==> src/rtl/uart_tx_queue.sv <==
// uart_tx_queue
//   Byte queue and send sequencer that sits between the keyboard path
//   (ScanCodeToAscii output) and async_transmitter. Incoming ASCII bytes are
//   buffered in a circular FIFO, so keystrokes that arrive while the
//   transmitter is busy are not lost. Each byte produces exactly one txStart
//   pulse, and the sequencer never starts a frame while the transmitter
//   reports busy.
//
// Ports
//   clk        system clock (100 MHz domain)
//   rst        asynchronous, active-high reset; clears all state at once
//   dataValid  one-cycle strobe: data holds a byte to queue
//   data       ASCII byte to queue
//   txBusy     TxD_busy from async_transmitter
//   txStart    registered one-cycle start pulse to async_transmitter
//   txData     byte for async_transmitter; held until the next pop
//   count      number of bytes currently queued (0..DEPTH)
//   full       count == DEPTH (registered)
//   overflow   sticky flag: a byte was dropped because the FIFO was full
//
// Parameters
//   DEPTH         FIFO entries; power of 2, >= 2
//   BUSY_TIMEOUT  cycles to wait for txBusy to rise after txStart; >= 2

module uart_tx_queue #(
  parameter int DEPTH        = 16,
  parameter int BUSY_TIMEOUT = 8
) (
  input  logic                   clk,
  input  logic                   rst,
  input  logic                   dataValid,
  input  logic [7:0]             data,
  input  logic                   txBusy,
  output logic                   txStart,
  output logic [7:0]             txData,
  output logic [$clog2(DEPTH):0] count,
  output logic                   full,
  output logic                   overflow
);

  localparam int AW = $clog2(DEPTH);
  localparam int TW = $clog2(BUSY_TIMEOUT);

  localparam logic [AW:0]   DEPTH_CNT = (AW + 1)'(DEPTH);
  localparam logic [TW-1:0] TIMER_END = TW'(BUSY_TIMEOUT - 1);

  typedef enum logic [1:0] {
    IDLE,
    START,
    WAIT_BUSY,
    WAIT_DONE
  } state_t;

  state_t        state;
  logic [7:0]    mem [DEPTH];
  logic [AW-1:0] wptr;
  logic [AW-1:0] rptr;
  logic [TW-1:0] timer;
  logic          push;
  logic          pop;
  logic [AW:0]   count_next;

  // A push is decided on the registered full flag only, so a byte offered
  // while full is dropped even if a pop frees a slot on the same edge.
  assign push = dataValid && !full;

  // The only place a byte leaves the FIFO is the IDLE->START transition,
  // and that transition is blocked while the transmitter reports busy.
  assign pop = (state == IDLE) && (count != '0) && !txBusy;

  // Next occupancy; push and pop together leave it unchanged. push is
  // impossible at DEPTH and pop impossible at 0, so this cannot wrap.
  always_comb begin
    count_next = count;
    case ({push, pop})
      2'b10:   count_next = count + 1'b1;
      2'b01:   count_next = count - 1'b1;
      default: count_next = count;
    endcase
  end

  // Storage array. It is deliberately not reset: after reset both pointers
  // and count are zero, so stale entries can never be read.
  always_ff @(posedge clk) begin
    if (push) begin
      mem[wptr] <= data;
    end
  end

  // Write side and occupancy flags. full is registered from the next
  // count so that it lines up exactly with count; overflow is sticky
  // until reset.
  always_ff @(posedge clk or posedge rst) begin
    if (rst) begin
      wptr     <= '0;
      count    <= '0;
      full     <= 1'b0;
      overflow <= 1'b0;
    end else begin
      if (push) begin
        wptr <= wptr + 1'b1;
      end
      count <= count_next;
      full  <= (count_next == DEPTH_CNT);
      if (dataValid && full) begin
        overflow <= 1'b1;
      end
    end
  end

  // Send sequencer. txData is loaded on the pop so it is already stable
  // while txStart is high. WAIT_BUSY gives the transmitter BUSY_TIMEOUT
  // cycles to acknowledge; if it never does, the byte is treated as sent
  // so a missing or stuck transmitter cannot stall the queue.
  always_ff @(posedge clk or posedge rst) begin
    if (rst) begin
      state   <= IDLE;
      rptr    <= '0;
      txStart <= 1'b0;
      txData  <= 8'h00;
      timer   <= '0;
    end else begin
      case (state)
        IDLE: begin
          txStart <= 1'b0;
          if (pop) begin
            txData  <= mem[rptr];
            rptr    <= rptr + 1'b1;
            txStart <= 1'b1;
            state   <= START;
          end
        end
        START: begin
          txStart <= 1'b0;
          timer   <= '0;
          state   <= WAIT_BUSY;
        end
        WAIT_BUSY: begin
          txStart <= 1'b0;
          if (txBusy) begin
            state <= WAIT_DONE;
          end else if (timer == TIMER_END) begin
            state <= IDLE;
          end else begin
            timer <= timer + 1'b1;
          end
        end
        WAIT_DONE: begin
          txStart <= 1'b0;
          if (!txBusy) begin
            state <= IDLE;
          end
        end
        default: begin
          txStart <= 1'b0;
          state   <= IDLE;
        end
      endcase
    end
  end

endmodule

==> config.mk <==
export PLATFORM = sky130hd
export DESIGN_NAME = uart_tx_queue
export DESIGN_NICKNAME = d
export VERILOG_FILES = /design/src/rtl/uart_tx_queue.sv
export SDC_FILE = /design/constraint.sdc
export NUM_CORES = 1
export LEC_CHECK = 0
export BUFFER_PORTS_ARGS = -buffer_cell sky130_fd_sc_hd__buf_2
export CORE_AREA = 2 2 127 98
export DETAILED_ROUTE_END_ITERATION = 12
export DIE_AREA = 0 0 129 100
export PLACE_DENSITY_LB_ADDON = 0.2
export SYNTH_ARGS = -nofsm -noshare
export SYNTH_HDL_FRONTEND = slang
export SYNTH_SLANG_ARGS = --single-unit
==> constraint.sdc <==
create_clock -name clk -period 3.08 [get_ports clk]
set_clock_uncertainty 0.2 [all_clocks]
set_input_delay 0.616 -clock clk [delete_from_list [all_inputs] [get_ports clk]]
set_output_delay 0.616 -clock clk [all_outputs]
set_load 0.01 [all_outputs]
* Yosys cells after proc, flatten, opt, wreduce, memory -nomap -nowiden
Memories as Yosys holds them, arrays and structs flattened. A register that Yosys moved wholly into a read port is not among the register bits. Index checks and enable logic that the tools add are counted. W data, S select, Z words.
Storage, ports and cells: memories 1, input port bits 12, logic and storage cells 52, RAM bits 128, flip-flop bits (word level) 21, output and inout port bits 16
Memories:
- mem | words 16, width 8, rd ports 1, clocked after memory_dff 1, wr ports 1, line 55 | logic [7:0] mem [DEPTH];
Operators by class: add/subtract/negate cells 5, equality and inequality tests 12, multiplexer cells 13, reductions and logical operators 13
Operators with widths (count):
- $pmux W5 S2 | 1
- $add A4 B1 Y4 const B | 2
- $mux W2 | 4
- $ne A2 B2 Y1 const B | 4
- $pmux W2 S4 | 1
- $eq A2 B2 Y1 const B | 3
- $mux W3 | 2
- $pmux W3 S2 | 1
- $reduce_and A3 Y1 | 2
- $add A5 B1 Y5 const B | 1
- $eq A5 B5 Y1 const B | 1
- $reduce_bool A5 Y1 | 1
- $sub A5 B1 Y5 const B | 1
- $eq A2 B1 Y1 const B | 2
- $logic_and A1 B1 Y1 | 4
- $add A3 B1 Y3 const B | 1
- $eq A3 B3 Y1 const B | 1
- $mux W1 | 3
- $ne A3 B3 Y1 const B | 1
- $reduce_or A3 Y1 | 1
- $logic_not A1 Y1 | 2
- $logic_not A2 Y1 | 1
- $pmux W1 S2 | 1
- $reduce_and A2 Y1 | 1
- $reduce_bool A2 Y1 | 1

* Depth between registers and ports, before layout
depth after elaboration 6, gate-level depth with buffers 13, mapped depth without buffers 11

* Worst setup path before layout
Ideal clock, no wire load.
path type in2reg, start input port dataValid, end register full, path buffers 2, data arrival time 2.482 ns, cell stages on the path 12, required time 2.759 ns, setup slack 0.277 ns, library setup time 0.121 ns, path through nor2b_1 clkbuf_1 inv_1 ha_1 buf_2 xor2_1 ha_1 a21oi_1 xor2_1 nor2_1 xor2_1 and4bb_2
Between the ends: cells in the longest elaborated chain, start to end 4, elaborated cells between the ends (all ways) 5, classes of those cells eq/ne: 3; mux: 1; reduce/logical: 1
Ends and longest elaborated chain:
- start: declaration | line 31 | input logic dataValid,
- $logic_and A1 B1 Y1 * | line 65 | assign push = dataValid && !full;
- $eq A2 B1 Y1 or $eq A2 B2 Y1 (tied branches) | line 75 | case ({push, pop})
- $pmux W5 S2 * | line 75
- named net count_next[2] | line 61 | logic [AW:0] count_next;
- $eq A5 B5 Y1 * | line 104 | full <= (count_next == DEPTH_CNT);
- end signal: assignment | line 104
- end: declaration | line 37 | output logic full,
Mark *: on every way through the listed nets, which the timed path passes. The rest lies on a longest branch. A chain may end at the register's enable or synchronous reset.

* Worst setup path after layout
start register count[2], end register full
Between the ends: cells in the longest elaborated chain, start to end 6, elaborated cells between the ends (all ways) 9, classes of those cells add/sub: 2; eq/ne: 3; mux: 1; reduce/logical: 3
Ends and longest elaborated chain:
- start: declaration | line 36 | output logic [$clog2(DEPTH):0] count,
- start signal: assignment | line 103 | count <= count_next;
- parallel branches: the longest is 4 deep, another holds $sub A5 B1 Y5
- $pmux W5 S2 * | line 75
- named net count_next[4] | line 61
- $eq A5 B5 Y1 * | line 104
Mark *: on every way through the listed nets, which the timed path passes.

==> run metrics <==
RR Startpoint count[2]; Synth async-reset ratio 18.47%; Final Hold Viols 0; first-pass GRT wire length 18,440 um; Clock Path Buffers 2; largest net degree at the start of global routing 36; DP Area 6641 um^2; RSZ-0062 raised after global routing false; die height 100 um; area of the multi-input gates 1638 um^2; Max Freq 352.9 MHz; Slew HR 39.04%; routed via count 3,114; Rows 35; Final min period 2.834 ns; Post-synth EDFFs 128; crit path from count[2]; PD cells roughly 930 nW/um^2; status finished, final reports clean; DRT iter0 DRCs 280; Max-Cap Viols 0; synthesized flop and latch total 157; Layout Nets 400; Skew-Pair Late Insertion Delay 0.41 ns; Commonest cells post-synth 128 x edfxtp_1, 32 x mux4_2, 29 x dfrtp_1; CP startpoint kind flop; Seq/Total Area, Yosys 72.23%; Routed Wire Length 11,770 um; Setup TNS Final 0 ns; Synth area leaders edfxtp_1 61%, dfrtp_1 11%, mux4_2 11%, mux2i_1 2.5%, ha_1 2.0%; core area 11,870 um^2; final estimated routing congestion in global placement 0.8431; post-CTS sizing 0; Inst Count DP 525; CTS root buf clkbuf_16; Final period util 92.01%; die area 12,900 um^2; share of the synthesized area in the top cell type 60.76%; I/O pins 28; Synth Area per Inst roughly 19 um^2; Congestion Overflow GR 0; Syn Nets ~360; Die X around 130 um; # diodes 0; CTS Buf Count 17; DRC 0; dpl hpwl 7577 um; FF/Latch Area between 4000 and 5000 um^2; antenna violations before repair 0; ys flop type edfxtp_1; clock sinks 157; Layout area overhead 14.18%; CTS Hold Bufs 0; Total Power 6689 uW; setup bufs post-CTS 0; number of routed nets with antenna violations 0; Setup CP Type reg -> reg; Starting Density 53.31%; Post-Layout Cell Count 557; filler cell count 866; area leader, netlist edfxtp_1; cells after synthesis ~340; DR WL/cell between 20 and 25 um; final instance area 7223 um^2; critical path data arrival time 2.98 ns; CTS tree built; Leak 0.002559 uW; Reg clk slew, reported paths 0.06 ns; GRT Overall Usage 20.45%; Worst Hold Class in -> async; fin util 60.86%; Slew Viols, Final 0; Worst EP required 3.23 ns; number of global-route vias before repair 3,163; CP Max Fanout 8; Yosys cell types 39; Ys Warns 0; Worst Tran Pin Value 0.9134 ns; cell area after synthesis roughly 6300 um^2; layout cells sized above 1 roughly 25%; peak supply drop 0.4778 mV; H-tree depth 4; average vias per placed instance 5.591; most frequent cell after synthesis edfxtp_1; Worst Setup End Kind flop; DR pass1 iterations 4; number of port buffers 27; Setup violations, final 0
-- power breakdown --
part / switching, uW / total (uW) / internal [uW]
sequential: 249 / 2910 / 2660
clock: 784 / 2050 / 1270
combinational: 910 / 1730 / 817
total: 1940 / 6690 / 4750
-- worst max-delay path: stages, from the launching register on --
cell      delay [ns]
dfrtp_1         0.51
nor3_2          0.10
a2111o_1        0.40
inv_2           0.12
ha_1            0.19
xor2_1          0.16
ha_1            0.22
a21o_1          0.13
nand3_1         0.07
a31oi_1         0.22
xor2_1          0.21
and4bb_2        0.23
-- per-stage QoR --
stage	worst slack, ns	hold WS (ns)
CTS	0.2511	0.2026
finish	0.2460	0.2000
floorplan	0.2770	0.2772
global placement	0.2960	0.2357
global route	0.08008	0.2311
detailed placement	0.1886	0.2454
-- layer usage --
metal	wire, um	GRT usage (%)	vias to the layer above	part of all wire (%)
li1	-	-	1417	-
met1	5505	31.09	1604	47
met2	5457	28.73	81	46
met3	681	5.277	12	5.8
met4	128	7.860	0	1.1
met5	0	0	-	0
-- path summary, 6_finish.rpt --
check | to | slack (ns) | cells after the start
setup / recovery | full | 0.25 | 11
hold / removal | timer[2] | 0.20 | 2
setup reg to reg | full | 0.25 | 11
hold reg to reg | overflow | 0.26 | 1
max in group asynchronous | overflow | 1.83 | 3
min in group clk | overflow | 0.22 | 2
-- sequential cells by signal (all words and copies together) (netlist names) --
register / count
full: 1
rptr: 4
timer: 3
txStart: 1
txData: 8
state: 2
count: 5
wptr: 4
mem: 128
overflow: 1
-- layout make-up --
| type | count | share of cell area (%) |
|---|---|---|
| Clock inverter | 11 | 1.957 |
| Multi-Input combinational cell | 159 | 22.67 |
| Timing Repair Buffer | 35 | 2.702 |
| Inverter | 8 | 0.4157 |
| Clock buffer | 21 | 6.097 |
| Tap cell | 166 | 2.875 |
| Sequential cell | 157 | 63.28 |
-- cells by family after synthesis --
group                      synth area share, %
muxes                                    14.10
adders and majority gates                1.978
xor gates and xnor gates                 1.661
buffers and inverters                    1.879
and+or+nand+nor                          4.905
AOI/OAI and AO/OA                        3.244
DFF                                      72.23
-- placed cells by master, fill, tap and decap left out, types with 10 or more instances in the layout --
cell       instances
edfxtp_1         128
mux4_2            32
dfrtp_1           28
buf_2             27
nand2_1           22
clkbuf_16         17
mux2i_1           16
and2_1            16
ha_1              10
Note: power is estimated with default switching activity, not from simulation.
